===== config.mk =====
export PLATFORM = sky130hd
export DESIGN_NAME = uart_tx_frame
export DESIGN_NICKNAME = d
export VERILOG_FILES = /design/src/rtl/uart_tx_frame.sv
export SDC_FILE = /design/constraint.sdc
export NUM_CORES = 1
export LEC_CHECK = 0
export ABC_AREA = 1
export CAP_MARGIN = 20
export CORE_MARGIN = 10
export CORE_UTILIZATION = 59
export CTS_CLUSTER_DIAMETER = 60
export DETAILED_ROUTE_END_ITERATION = 12
export PLACE_DENSITY = 0.83
export SLEW_MARGIN = 15
export SYNTH_ARGS = -nofsm -noshare
export SYNTH_HDL_FRONTEND = slang
export SYNTH_SLANG_ARGS = --single-unit

===== constraint.sdc =====
create_clock -name i_clk -period 3.18 [get_ports i_clk]
set_input_delay 0.318 -clock i_clk [delete_from_list [all_inputs] [get_ports i_clk]]
set_output_delay 0.318 -clock i_clk [all_outputs]
set_load 0.01 [all_outputs]

===== src/rtl/uart_tx_frame.sv =====
// UART transmitter: accepts one byte per AXIS beat and serialises it as
// start / data (LSB first) / optional parity / stop bits, with hold and BREAK.
module uart_tx_frame #(
  parameter int CLKS_PER_BIT      = 16,
  parameter int DATA_BITS         = 8,
  parameter int PARITY            = 0,
  parameter int STOP_BITS         = 1,
  parameter int G_AXIS_TDATA_SIZE = 8
) (
  input  logic                         i_clk,
  input  logic                         i_arst_n,
  input  logic                         i_s_axis_tvalid,
  output logic                         o_s_axis_tready,
  input  logic [G_AXIS_TDATA_SIZE-1:0] i_s_axis_tdata,
  input  logic                         i_s_axis_thold,
  input  logic                         i_break,
  output logic                         o_txd,
  output logic                         o_txd_busy,
  output logic                         o_txd_done
);

  localparam int BAUD_W = $clog2(CLKS_PER_BIT);
  localparam int IDX_W  = 3;

  localparam logic [BAUD_W-1:0] BAUD_LAST = BAUD_W'(CLKS_PER_BIT - 1);
  localparam logic [BAUD_W-1:0] BAUD_PRE  = BAUD_W'(CLKS_PER_BIT - 2);
  localparam logic [IDX_W-1:0]  DATA_LAST = IDX_W'(DATA_BITS - 1);
  localparam logic [IDX_W-1:0]  STOP_LAST = IDX_W'(STOP_BITS - 1);

  typedef enum logic [2:0] {
    S_IDLE,
    S_START,
    S_DATA,
    S_PARITY,
    S_STOP,
    S_BREAK,
    S_BRK_MARK
  } state_e;

  state_e                 state_q;
  logic [BAUD_W-1:0]      baud_q;
  logic [IDX_W-1:0]       idx_q;
  logic [DATA_BITS-1:0]   shift_q;
  logic                   par_q;
  logic                   txd_q;
  logic                   done_q;
  logic                   rdy_en_q;

  logic bit_end;
  logic stop_last;
  logic accept;

  assign bit_end   = (baud_q == BAUD_LAST);
  assign stop_last = (state_q == S_STOP) && (idx_q == STOP_LAST) && bit_end;

  // NOTE: tready is a deliberate combinational path from thold/break so a
  // beat can be taken on the final stop cycle; rdy_en_q keeps it low for the
  // first cycle after reset release.
  assign o_s_axis_tready = rdy_en_q && !i_s_axis_thold && !i_break &&
                           ((state_q == S_IDLE) || stop_last);
  assign accept          = i_s_axis_tvalid && o_s_axis_tready;

  assign o_txd      = txd_q;
  assign o_txd_busy = (state_q != S_IDLE);
  assign o_txd_done = done_q;

  // NOTE: all state uses non-blocking assignments so every register samples
  // the pre-edge values; later assignments in the case override the defaults.
  always_ff @(posedge i_clk or negedge i_arst_n) begin
    if (!i_arst_n) begin
      state_q  <= S_IDLE;
      baud_q   <= '0;
      idx_q    <= '0;
      shift_q  <= '0;
      par_q    <= 1'b0;
      txd_q    <= 1'b1;
      done_q   <= 1'b0;
      rdy_en_q <= 1'b0;
    end else begin
      rdy_en_q <= 1'b1;
      // Look one cycle ahead so the done pulse lands on the last stop cycle.
      done_q   <= (state_q == S_STOP) && (idx_q == STOP_LAST) && (baud_q == BAUD_PRE);
      baud_q   <= bit_end ? '0 : baud_q + 1'b1;

      case (state_q)
        S_IDLE: begin
          baud_q <= '0;
          idx_q  <= '0;
          if (i_break) begin
            state_q <= S_BREAK;
            txd_q   <= 1'b0;
          end else if (accept) begin
            state_q <= S_START;
            txd_q   <= 1'b0;
            shift_q <= i_s_axis_tdata[DATA_BITS-1:0];
          end
        end

        S_START: begin
          if (bit_end) begin
            state_q <= S_DATA;
            idx_q   <= '0;
            txd_q   <= shift_q[0];
            par_q   <= (PARITY == 1) ? ~(^shift_q) : (^shift_q);
          end
        end

        S_DATA: begin
          if (bit_end) begin
            if (idx_q == DATA_LAST) begin
              idx_q <= '0;
              if (PARITY != 0) begin
                state_q <= S_PARITY;
                txd_q   <= par_q;
              end else begin
                state_q <= S_STOP;
                txd_q   <= 1'b1;
              end
            end else begin
              idx_q   <= idx_q + 1'b1;
              txd_q   <= shift_q[1];
              shift_q <= shift_q >> 1;
            end
          end
        end

        S_PARITY: begin
          if (bit_end) begin
            state_q <= S_STOP;
            idx_q   <= '0;
            txd_q   <= 1'b1;
          end
        end

        S_STOP: begin
          if (bit_end) begin
            if (idx_q == STOP_LAST) begin
              idx_q <= '0;
              if (accept) begin
                state_q <= S_START;
                txd_q   <= 1'b0;
                shift_q <= i_s_axis_tdata[DATA_BITS-1:0];
              end else begin
                state_q <= S_IDLE;
                txd_q   <= 1'b1;
              end
            end else begin
              idx_q <= idx_q + 1'b1;
            end
          end
        end

        S_BREAK: begin
          baud_q <= '0;
          idx_q  <= '0;
          if (!i_break) begin
            state_q <= S_BRK_MARK;
            txd_q   <= 1'b1;
          end
        end

        S_BRK_MARK: begin
          if (bit_end) begin
            if (idx_q == STOP_LAST) begin
              state_q <= S_IDLE;
              idx_q   <= '0;
            end else begin
              idx_q <= idx_q + 1'b1;
            end
          end
        end

        default: begin
          state_q <= S_IDLE;
          txd_q   <= 1'b1;
        end
      endcase
    end
  end

endmodule


==> results.json <==
{
  "drv_slew": 0,
  "syn-instance-count": 197,
  "wl_met1_microns": 1360,
  "combinationalPowerShare_pct": 5.3,
  "syn_area_per_cell_sq_um": 7.19,
  "track_usage_pct": 13.9,
  "design_area_sq_um": 1610,
  "ant_nets": 0,
  "ys_seq_elements": 21,
  "ctsHtreeMaxLevel": 1,
  "hp-class": "reg2reg",
  "status": "finished clean",
  "max_slew.worst_pin.slew_ns": 0.939,
  "ir_drop_uv": 228,
  "met3WireLength_microns": 114,
  "via_count": 1258,
  "crit_slowest_cell": "clkdlybuf4s50_1",
  "drive_above_1_share_pct": 16.8,
  "dieArea_sq_um": 4760,
  "fp.coreArea_sq_um": 2250,
  "slowest_delay_ns": 0.53,
  "gp_congestion": 0.916,
  "setup_slack_ns": 0.785,
  "synth-main-ff-cell": "dfrtp_1",
  "fin_total_pwr_uw": 421,
  "port_buffers": 16,
  "die_w_microns": 69.0,
  "yosys_warnings": 0,
  "fin_util_pct": 71.3,
  "path_common_cell": "nand2_1",
  "synth.cell_area_sq_um": 1420,
  "fmax_mhz": 418,
  "pre_cts_slack_ns": 1.10,
  "grt_pass1_vias": 1235,
  "fin_crit_sh_pct": 75.3,
  "setup.worst_path.end_class": "output pin",
  "yosys.area.top_type": "dfrtp_1",
  "synth_common_cells": "nand2_1 (66), dfrtp_1 (20), nand2_2 (19), nand3_1 (19), nor2_1 (18)",
  "cp_num_buf_inv": 1,
  "sw_frac_of_total_pct": 21.7,
  "wl_per_cell_microns": 12.3,
  "setup_violations": 0,
  "holdBufCountCts": 0,
  "die_y_microns": 69.0,
  "drt_iter0_drc": 71,
  "seqPwrFrac_pct": 63.6,
  "grt_pass1_wl_microns": 5240,
  "start_util_pct": 62.8,
  "synth.yosys.seq_area_share_pct": 37.2,
  "highest-signal-layer": "met4",
  "crit_type": "reg2out",
  "period_needed_ns": 2.39,
  "yosysTopAreaCellShare_pct": 35.3,
  "internal_power_uw": 330,
  "dp_hpwl_microns": 2350,
  "fin_setup_tns_ns": 0,
  "cp_max_fo": 4,
  "cp.arrival_ns": 2.08,
  "rsz0062_at_grt": "false",
  "clockRootBuffer": "clkbuf_4",
  "synth_area_leaders": "dfrtp_1 (35%), nand2_1 (17%), nand2_2 (8.4%)",
  "cts_buffer_depth": 2,
  "synth_nets": 215,
  "cts_sinks": 21,
  "antenna_cells": 0,
  "grt_start_max_net_pins": 22,
  "async_reset_ff_share_pct": 100,
  "num_rows": 17,
  "finClkSkew_ns": 0.00400,
  "power.share.clock_pct": 31.1,
  "finalHoldViolations": 0,
  "place_area_sq_um": 1580,
  "pin_count": 17,
  "overflow": 0,
  "antenna_found_initial": 0,
  "power.switching_uw": 91.3,
  "power.density_nw_per_um2": 262,
  "syn2layout_area_growth_pct": 13.5,
  "worst_setup_path_start_kind": "flip-flop",
  "cts_tree": "done",
  "clock_latency_ns": 0.31,
  "maxSlewHeadroom_pct": 37.2,
  "first_pass_iters": 4,
  "path_clk_slew_ns": 0.12,
  "cts.repair.resized": 0,
  "yosysMostFrequentCell": "nand2_1",
  "cap_viol_max_count": 0,
  "wl_met2_microns": 1480,
  "power_leakage_nw": 0.853,
  "synth_cell_types": 29,
  "vias_per_cell": 5.20,
  "numCtsBuffers": 3,
  "nets": 233,
  "post_cts_buffers": 0,
  "cp_cell_sequence": "ha_1 -> nand2_1 -> nor2_2 -> nand2_1 -> nand2_1 -> and2_1 -> clkdlybuf4s50_1",
  "worstPathRequired_ns": 2.86,
  "wl_microns": 2990,
  "rrSetupSlack_ns": 1.46,
  "synth_edf_count": 0,
  "post-route-drc-count": 0,
  "cpLargestDelayFamily": "simple AND/OR/NAND/NOR gates"
}
[final timing paths]
check                      cells after the start              end       start
min                                            2            o_txd       o_txd
max in group asynchronous                      1       state_q[2]    i_arst_n
max reg2reg                                    8       shift_q[7]  state_q[2]
min in group asynchronous                      1       shift_q[7]    i_arst_n
min reg2reg                                    2            o_txd       o_txd
max                                            7  o_s_axis_tready   baud_q[0]
[power groups by stage]
stage / logic [mW] / clock network [mW] / registers, mW
3_5_place_dp: 0.0222 / 0 / 0.273
3_3_place_gp: 0.0216 / 0 / 0.273
4_1_cts: 0.0224 / 0.134 / 0.268
2_1_floorplan: 0.00143 / 0 / 0.273
5_1_grt: 0.0241 / 0.148 / 0.268
6_report: 0.0221 / 0.131 / 0.268
[layout by cell type, fill, tap and decap left out, types with 2 or more instances in the layout]
cell type        count
nor2_1              18
nor2_2               5
nand3_1             19
o21ai_0              3
clkbuf_4             3
nand2_2             19
ha_1                 5
inv_2                3
dfrtp_1             20
clkdlybuf4s50_1     16
nor3b_1              2
nor3_1               2
inv_1               17
nand2_1             66
[cell type report]
type                            instances  area, sq um
Clock buffer                            4         26.3
Fill cell                             201          647
Inverter                               20         75.1
Multi-Input combinational cell        153          785
Sequential cell                        21          527
Tap cell                               28         35.0
Timing Repair Buffer                   16          160
[kinds of logic (layout without fill, tap and decap cells)]
group                    after synthesis  after routing  synth area share (%)
XOR/XNOR                               1              1                 0.618
adder cells (fa/ha/maj)                5              5                  4.42
flip-flops                            21             21                  37.2
other                                  1              1                 0.265
buffers and inverters                 23             40                  7.42
AO/OA/AOI/OAI                          7              7                  3.00
AND/OR/NAND/NOR                      139            139                  47.1
[state kept, by name, indices dropped and copies added (netlist names)]
signal,count
shift_q,8
o_txd_done,1
idx_q,3
baud_q,4
rdy_en_q,1
state_q,3
o_txd,1
[per-layer routing]
layer / up-vias / global-route usage [%]
li1: 639 / -
met1: 593 / 16.8
met2: 21 / 23.6
met3: 5 / 2.90
met4: 0 / 5.17
met5: - / 0
[worst min-delay path, stage by stage, from the launching register on]
cell     delay, ns
dfstp_2       0.39
o21ai_0       0.06
nand2_1       0.06
[through the flow]
step	hold slack [ns]	std cells
4_1_cts	0.501	242
2_1_floorplan	0.0224	197
3_3_place_gp	0.464	238
5_1_grt	0.517	242
6_report	0.498	242
3_5_place_dp	0.471	238
Note: power is estimated with default switching activity, not from simulation.
